==> src/rtl/cpu_ctrl_pkg.sv <==
// rtl/cpu_ctrl_pkg.sv - shared constants and helpers for the hardwired control sequencer
package cpu_ctrl_pkg;

    localparam int OPW  = 5;
    localparam int NREG = 16;
    localparam int RW   = 4;

    localparam int OP_MSB = 31;
    localparam int OP_LSB = 27;
    localparam int RA_MSB = 26;
    localparam int RA_LSB = 23;
    localparam int RB_MSB = 22;
    localparam int RB_LSB = 19;
    localparam int RC_MSB = 18;
    localparam int RC_LSB = 15;

    localparam logic [OPW-1:0] OP_ADD   = 5'b00011;
    localparam logic [OPW-1:0] OP_SUB   = 5'b00100;
    localparam logic [OPW-1:0] OP_AND   = 5'b00101;
    localparam logic [OPW-1:0] OP_OR    = 5'b00110;
    localparam logic [OPW-1:0] OP_MUL   = 5'b01111;
    localparam logic [OPW-1:0] OP_DIV   = 5'b10000;
    localparam logic [OPW-1:0] OP_NEG   = 5'b10001;
    localparam logic [OPW-1:0] OP_NOT   = 5'b10010;
    localparam logic [OPW-1:0] OP_NOP   = 5'b11010;
    localparam logic [OPW-1:0] OP_HALT  = 5'b11011;
    localparam logic [OPW-1:0] OP_INCPC = 5'b11111;

    typedef logic [3:0] state_t;

    localparam state_t S_RST    = 4'd0;
    localparam state_t S_T0     = 4'd1;
    localparam state_t S_T1     = 4'd2;
    localparam state_t S_T2     = 4'd3;
    localparam state_t S_T3     = 4'd4;
    localparam state_t S_T4     = 4'd5;
    localparam state_t S_T5     = 4'd6;
    localparam state_t S_T6     = 4'd7;
    localparam state_t S_HALTED = 4'd8;

    function automatic logic [NREG-1:0] onehot16(input logic [RW-1:0] idx);
        onehot16 = 16'h0001 << idx;
    endfunction

endpackage

==> src/rtl/ir_field_decode.sv <==
// rtl/ir_field_decode.sv - splits IR into opcode/register fields and instruction-class flags
module ir_field_decode
    import cpu_ctrl_pkg::*;
(
    input  logic [31:0]    ir,
    output logic [OPW-1:0] op,
    output logic [RW-1:0]  ra,
    output logic [RW-1:0]  rb,
    output logic [RW-1:0]  rc,
    output logic           is_alu3,
    output logic           is_unary,
    output logic           is_muldiv,
    output logic           is_nop,
    output logic           is_halt,
    output logic           is_illegal
);

    logic unused_low_bits;

    assign op = ir[OP_MSB:OP_LSB];
    assign ra = ir[RA_MSB:RA_LSB];
    assign rb = ir[RB_MSB:RB_LSB];
    assign rc = ir[RC_MSB:RC_LSB];

    // Immediate/offset bits belong to the datapath, not to sequencing.
    assign unused_low_bits = ^ir[RC_LSB-1:0];

    always_comb begin
        is_alu3   = 1'b0;
        is_unary  = 1'b0;
        is_muldiv = 1'b0;
        is_nop    = 1'b0;
        is_halt   = 1'b0;
        case (op)
            OP_ADD, OP_SUB, OP_AND, OP_OR: is_alu3   = 1'b1;
            OP_NEG, OP_NOT:                is_unary  = 1'b1;
            OP_MUL, OP_DIV:                is_muldiv = 1'b1;
            OP_NOP:                        is_nop    = 1'b1;
            OP_HALT:                       is_halt   = 1'b1;
            default: ;
        endcase
    end

    // INCPC is an ALU-internal code, so as an instruction it counts as undefined.
    assign is_illegal = !(is_alu3 || is_unary || is_muldiv || is_nop || is_halt);

endmodule

==> src/rtl/control_sequencer.sv <==
// rtl/control_sequencer.sv - Moore fetch/decode/execute control unit; ILLEGAL_TRAP_EN adds illegal-opcode trap
module control_sequencer
    import cpu_ctrl_pkg::*;
(
    input  logic            clock,
    input  logic            clear,
    input  logic [31:0]     ir,
    input  logic            mem_ready,
    output logic [OPW-1:0]  alu_op,
    output logic [NREG-1:0] reg_in,
    output logic [NREG-1:0] reg_out,
    output logic            PCout,
    output logic            Zlowout,
    output logic            Zhighout,
    output logic            MDRout,
    output logic            PCin,
    output logic            MARin,
    output logic            MDRin,
    output logic            IRin,
    output logic            Yin,
    output logic            ZlowIn,
    output logic            ZhighIn,
    output logic            HIin,
    output logic            LOin,
    output logic            Read,
    output logic            run
`ifdef ILLEGAL_TRAP_EN
    ,
    output logic            illegal_op
`endif
);

    state_t         state_q;
    state_t         state_d;
    logic [OPW-1:0] op;
    logic [RW-1:0]  ra;
    logic [RW-1:0]  rb;
    logic [RW-1:0]  rc;
    logic           is_alu3;
    logic           is_unary;
    logic           is_muldiv;
    logic           is_nop;
    logic           is_halt;
    logic           is_illegal;

    ir_field_decode u_decode (
        .ir         (ir),
        .op         (op),
        .ra         (ra),
        .rb         (rb),
        .rc         (rc),
        .is_alu3    (is_alu3),
        .is_unary   (is_unary),
        .is_muldiv  (is_muldiv),
        .is_nop     (is_nop),
        .is_halt    (is_halt),
        .is_illegal (is_illegal)
    );

    always_ff @(posedge clock or negedge clear) begin
        if (!clear) begin
            state_q <= S_RST;
        end else begin
            state_q <= state_d;
        end
    end

    always_comb begin
        state_d = state_q;
        case (state_q)
            S_RST: state_d = S_T0;
            S_T0:  state_d = S_T1;
            // PC reload repeats harmlessly while memory is still busy.
            S_T1:  state_d = mem_ready ? S_T2 : S_T1;
            S_T2:  state_d = S_T3;
            S_T3: begin
                if (is_halt) begin
                    state_d = S_HALTED;
                end else if (is_alu3 || is_unary || is_muldiv) begin
                    state_d = S_T4;
                end else if (is_nop) begin
                    state_d = S_T0;
                end
`ifdef ILLEGAL_TRAP_EN
                else if (is_illegal) begin
                    state_d = S_HALTED;
                end
`endif
                else begin
                    state_d = S_T0;
                end
            end
            S_T4:     state_d = (is_alu3 || is_muldiv) ? S_T5 : S_T0;
            S_T5:     state_d = is_muldiv ? S_T6 : S_T0;
            S_T6:     state_d = S_T0;
            S_HALTED: state_d = S_HALTED;
            default:  state_d = S_RST;
        endcase
    end

`ifdef ILLEGAL_TRAP_EN
    logic illegal_q;

    always_ff @(posedge clock or negedge clear) begin
        if (!clear) begin
            illegal_q <= 1'b0;
        end else if (state_q == S_T3 && is_illegal) begin
            illegal_q <= 1'b1;
        end
    end

    assign illegal_op = illegal_q;
`else
    logic unused_illegal;

    assign unused_illegal = is_illegal;
`endif

    always_comb begin
        alu_op   = '0;
        reg_in   = '0;
        reg_out  = '0;
        PCout    = 1'b0;
        Zlowout  = 1'b0;
        Zhighout = 1'b0;
        MDRout   = 1'b0;
        PCin     = 1'b0;
        MARin    = 1'b0;
        MDRin    = 1'b0;
        IRin     = 1'b0;
        Yin      = 1'b0;
        ZlowIn   = 1'b0;
        ZhighIn  = 1'b0;
        HIin     = 1'b0;
        LOin     = 1'b0;
        Read     = 1'b0;
        run      = (state_q != S_HALTED);
        case (state_q)
            S_T0: begin
                PCout  = 1'b1;
                MARin  = 1'b1;
                ZlowIn = 1'b1;
                alu_op = OP_INCPC;
            end
            S_T1: begin
                Zlowout = 1'b1;
                PCin    = 1'b1;
                Read    = 1'b1;
                MDRin   = 1'b1;
            end
            S_T2: begin
                MDRout = 1'b1;
                IRin   = 1'b1;
            end
            S_T3: begin
                if (is_alu3) begin
                    reg_out = onehot16(rb);
                    Yin     = 1'b1;
                end else if (is_muldiv) begin
                    reg_out = onehot16(ra);
                    Yin     = 1'b1;
                end else if (is_unary) begin
                    reg_out = onehot16(rb);
                    ZlowIn  = 1'b1;
                    alu_op  = op;
                end
            end
            S_T4: begin
                if (is_alu3) begin
                    reg_out = onehot16(rc);
                    ZlowIn  = 1'b1;
                    alu_op  = op;
                end else if (is_unary) begin
                    Zlowout = 1'b1;
                    reg_in  = onehot16(ra);
                end else if (is_muldiv) begin
                    reg_out = onehot16(rb);
                    ZlowIn  = 1'b1;
                    ZhighIn = 1'b1;
                    alu_op  = op;
                end
            end
            S_T5: begin
                if (is_alu3) begin
                    Zlowout = 1'b1;
                    reg_in  = onehot16(ra);
                end else if (is_muldiv) begin
                    Zlowout = 1'b1;
                    LOin    = 1'b1;
                end
            end
            S_T6: begin
                if (is_muldiv) begin
                    Zhighout = 1'b1;
                    HIin     = 1'b1;
                end
            end
            default: ;
        endcase
    end

endmodule

==> config.mk <==
export PLATFORM = sky130hd
export DESIGN_NAME = control_sequencer
export DESIGN_NICKNAME = d
export VERILOG_FILES = /design/src/rtl/cpu_ctrl_pkg.sv /design/src/rtl/ir_field_decode.sv /design/src/rtl/control_sequencer.sv
export SDC_FILE = /design/constraint.sdc
export NUM_CORES = 1
export LEC_CHECK = 0
export BUFFER_PORTS_ARGS = -buffer_cell sky130_fd_sc_hd__buf_2
export CORE_MARGIN = 2
export CORE_UTILIZATION = 43
export CTS_BUF_LIST = sky130_fd_sc_hd__clkbuf_8
export DETAILED_ROUTE_END_ITERATION = 8
export MAX_ROUTING_LAYER = met4
export PLACE_DENSITY = 0.82
export RECOVER_POWER = 25
export SYNTH_ARGS = -nofsm -noshare
export SYNTH_HDL_FRONTEND = slang
export SYNTH_SLANG_ARGS = --single-unit
==> constraint.sdc <==
create_clock -name clock -period 2.3 [get_ports clock]
set_clock_uncertainty 0.05 [all_clocks]
set_input_delay 0.23 -clock clock [delete_from_list [all_inputs] [get_ports clock]]
set_output_delay 0.23 -clock clock [all_outputs]
set_load 0.01 [all_outputs]
==> impl_metrics.toml <==
[status]
status = "complete, but fails checks"
violations = "DRC"

[layout]
antenna_cells = 0
final_cell_mix = "buf_2, o22ai_1, nor2_1"
final_common_cell = "buf_2"
synthToLayoutAreaGrowth_pct = 33.7
top_register = "state_q"
finalInstanceArea_um2 = 1720
largest_register_ff_count = 4
reg_top3 = "state_q (4)"
drive_gt1_frac = 0.328
nNetsFinal = 302

[critical_path]
cp_slowest_stage_delay_ns = 0.41
crit_chain = "buf_2 -> or3b_4 -> o32ai_2 -> buf_12 -> nand3_1 -> o22ai_1 -> a221o_1 -> buf_2"
r2r_start = "state_q[3]$_DFF_PN0_"
worst-r2r-cell-count = 4
end_kind = "primary output"
critical_path_required_ns = 2.02
cp_top_family = "compound AO/OA/AOI/OAI gates"
critPathMostFrequentCell = "buf_2"
crit_start = "ir[30]"
worstPathArrival_ns = 1.95
crit-reg2reg-capture = "state_q[2]$_DFF_PN0_"
crit_fanout = 12
worst_path_max_delay_cell = "or3b_4"
cp-start-kind = "input port"
path_class = "input port to primary output"
r2r_setup_slack_ns = 0.83
crit_buf_inv = 3

[detailed_routing]
wl_per_cell_um = 14.7
via_per_inst = 6.17
firstDrtPassIters = 6
vias = 1826
drt-total-wl_um = 4360
drt_iter0_drc = 139
drt.antenna.violating_nets = 0
drc = 3

[yosys]
synth_flop_cell = "dfrtp_1"
synth-compound-area-share = 0.408
synthCells = 199
synth.net_count = 234
netlist-cell-type-count = 41
synth-xor-area-share = 0.0272
seq_area_frac_synth = 0.0777
synth_top_family_by_area = "compound AO/OA/AOI/OAI gates"
yosys.area_share.simple = 0.369
synth-async-reset-ratio = 1.00
synth-seq-cells = 4
synthAdderAreaFrac = 0
syn-cell-area_um2 = 1290
yosysWarnings = 0
synth_edf_count = 0
syn_avg_cell_area_um2 = 6.48
post_synth_mux_area_share = 0.0155

[timing]
slew_headroom = 0.633
period_share = 0.970
max_freq_mhz = 448
setup_viol = 0
rsz0062_at_grt = "no"
tightest_slew_ns = 0.546
tns_ns = 0
finalHoldViolations = 0
period_needed_ns = 2.23
slew_violations = 0

[global_routing]
grt_max_degree = 17
grt_usage = 0.259
grt_pass1_wl_um = 7000
antenna_found_initial = 0
grt_pass1_vias = 1573
overflow = 0

[floorplanning]
die_area_um2 = 3450
start_util = 0.459
floorplan.die.width_um = 58.7
coreArea_um2 = 2810
io_pins = 87
die_h_um = 58.7
num_rows = 19

[min_path]
hp-class = "input port to asynchronous set/reset pin"

[run]
drv_cap = 0

[clocking]
cts_inserted_buffers = 3
cts_setup_buffers = 0
cts_tree = "yes"
root_buffer = "clkbuf_8"
clk_pin_slew_worst_paths_ns = 0.03
clock-sinks = 4
clk_path_buf_depth = 2
cts_max_level = 1
worstSkewPairLatency_ns = 0.22

[pwr]
power_density_nw_per_um2 = 503
p_leak_nw = 0.811
vdd_drop_max_v = 0.000392
power.total_w = 0.000866

[placed_design]
placed_cell_area_um2 = 1680
io_buffers = 71
dpl.hpwl_um = 3340
place_congestion = 1.05
==> cells in the mapped netlist, types with 2 or more instances <==
cell type | n | area [um^2]
or2_2 | 2 | 12.5
o32ai_2 | 2 | 32.5
a211oi_1 | 2 | 15.0
nor2_1 | 28 | 105
o211ai_1 | 3 | 22.5
dfrtp_1 | 4 | 100
a21o_1 | 3 | 22.5
mux2i_1 | 2 | 20.0
nor3_1 | 7 | 35.0
buf_4 | 5 | 37.5
a221o_1 | 4 | 40.0
nand3_1 | 6 | 30.0
a22o_1 | 12 | 105
nand2_1 | 21 | 78.8
clkbuf_1 | 8 | 30.0
nand2b_1 | 9 | 56.3
and2_1 | 2 | 12.5
o22ai_1 | 29 | 181
buf_2 | 4 | 20.0
nor2b_1 | 5 | 31.3
inv_1 | 6 | 22.5
buf_1 | 3 | 11.3
o32ai_1 | 2 | 17.5
nand3b_1 | 6 | 45.0
o21a_1 | 3 | 22.5
a21oi_1 | 3 | 15.0
xnor2_1 | 4 | 35.0
==> worst reg2reg max path, cell delays in order (launching register included) <==
cell      delay, ns
dfrtp_1        0.37
nand2b_1       0.23
nor3_2         0.40
o221ai_1       0.22
nand2_1        0.12
==> kinds of logic (layout without fill, tap and decap cells) <==
group / count (synthesis) / after routing
and+or+nand+nor: 93 / 93
DFF: 4 / 4
muxes: 2 / 2
xor gates and xnor gates: 4 / 4
buffers and inverters: 27 / 93
AOI/OAI and AO/OA: 69 / 69
==> worst max path at each step <==
stage	endpoint	cells after the start
2_1_floorplan	Zhighout	6
3_3_place_gp	reg_out[9]	8
3_5_place_dp	reg_out[9]	8
4_1_cts	reg_out[3]	7
5_1_grt	reg_out[9]	8
6_report	reg_out[9]	8
==> through the flow <==
step | setup WS (ns) | util | hold slack, ns | std cells
final | 0.0686 | 0.614 | 0.330 | 296
after detailed placement | 0.103 | 0.599 | -0.00881 | 292
after global placement | 0.130 | 0.599 | -0.0139 | 292
after floorplan | 0.220 | - | -0.116 | 199
after global routing | 0.0118 | 0.614 | 0.350 | 296
after CTS | 0.0463 | 0.617 | 0.298 | 296
==> per-layer routing <==
layer / up-vias / track usage / routed length [um]
met5: - / - / 0
met4: 0 / 0.0552 / 31
met3: 9 / 0.0154 / 455
met2: 125 / 0.392 / 1980
met1: 809 / 0.378 / 1890
li1: 883 / - / -
==> area by class of cell <==
cell class                 count  area, um^2
fill                         279        1080
timing repair buffer          84         455
multi-input combinational    168        1060
sequential                     4         101
inverter                       6        22.5
tap                           31        38.8
clock buffer                   3        41.3
==> where the power goes <==
group | switching, W | internal, W | leakage, nW | total (W)
logic | 0.000346 | 0.000231 | 0.739 | 0.000578
clock network | 0.0000357 | 0.000112 | 0.0216 | 0.000147
registers | 0.0000451 | 0.0000960 | 0.0499 | 0.000141
==> timing repair <==
| item | CTS | global route |
|---|---|---|
| resized for setup | 0 | 3 |
| endpoints found under the hold margin | 4 | 0 |
| hold buffers | 1 | 0 |
| endpoints found under the setup margin | 0 | 4 |
Power figures use the tool's default switching activity.
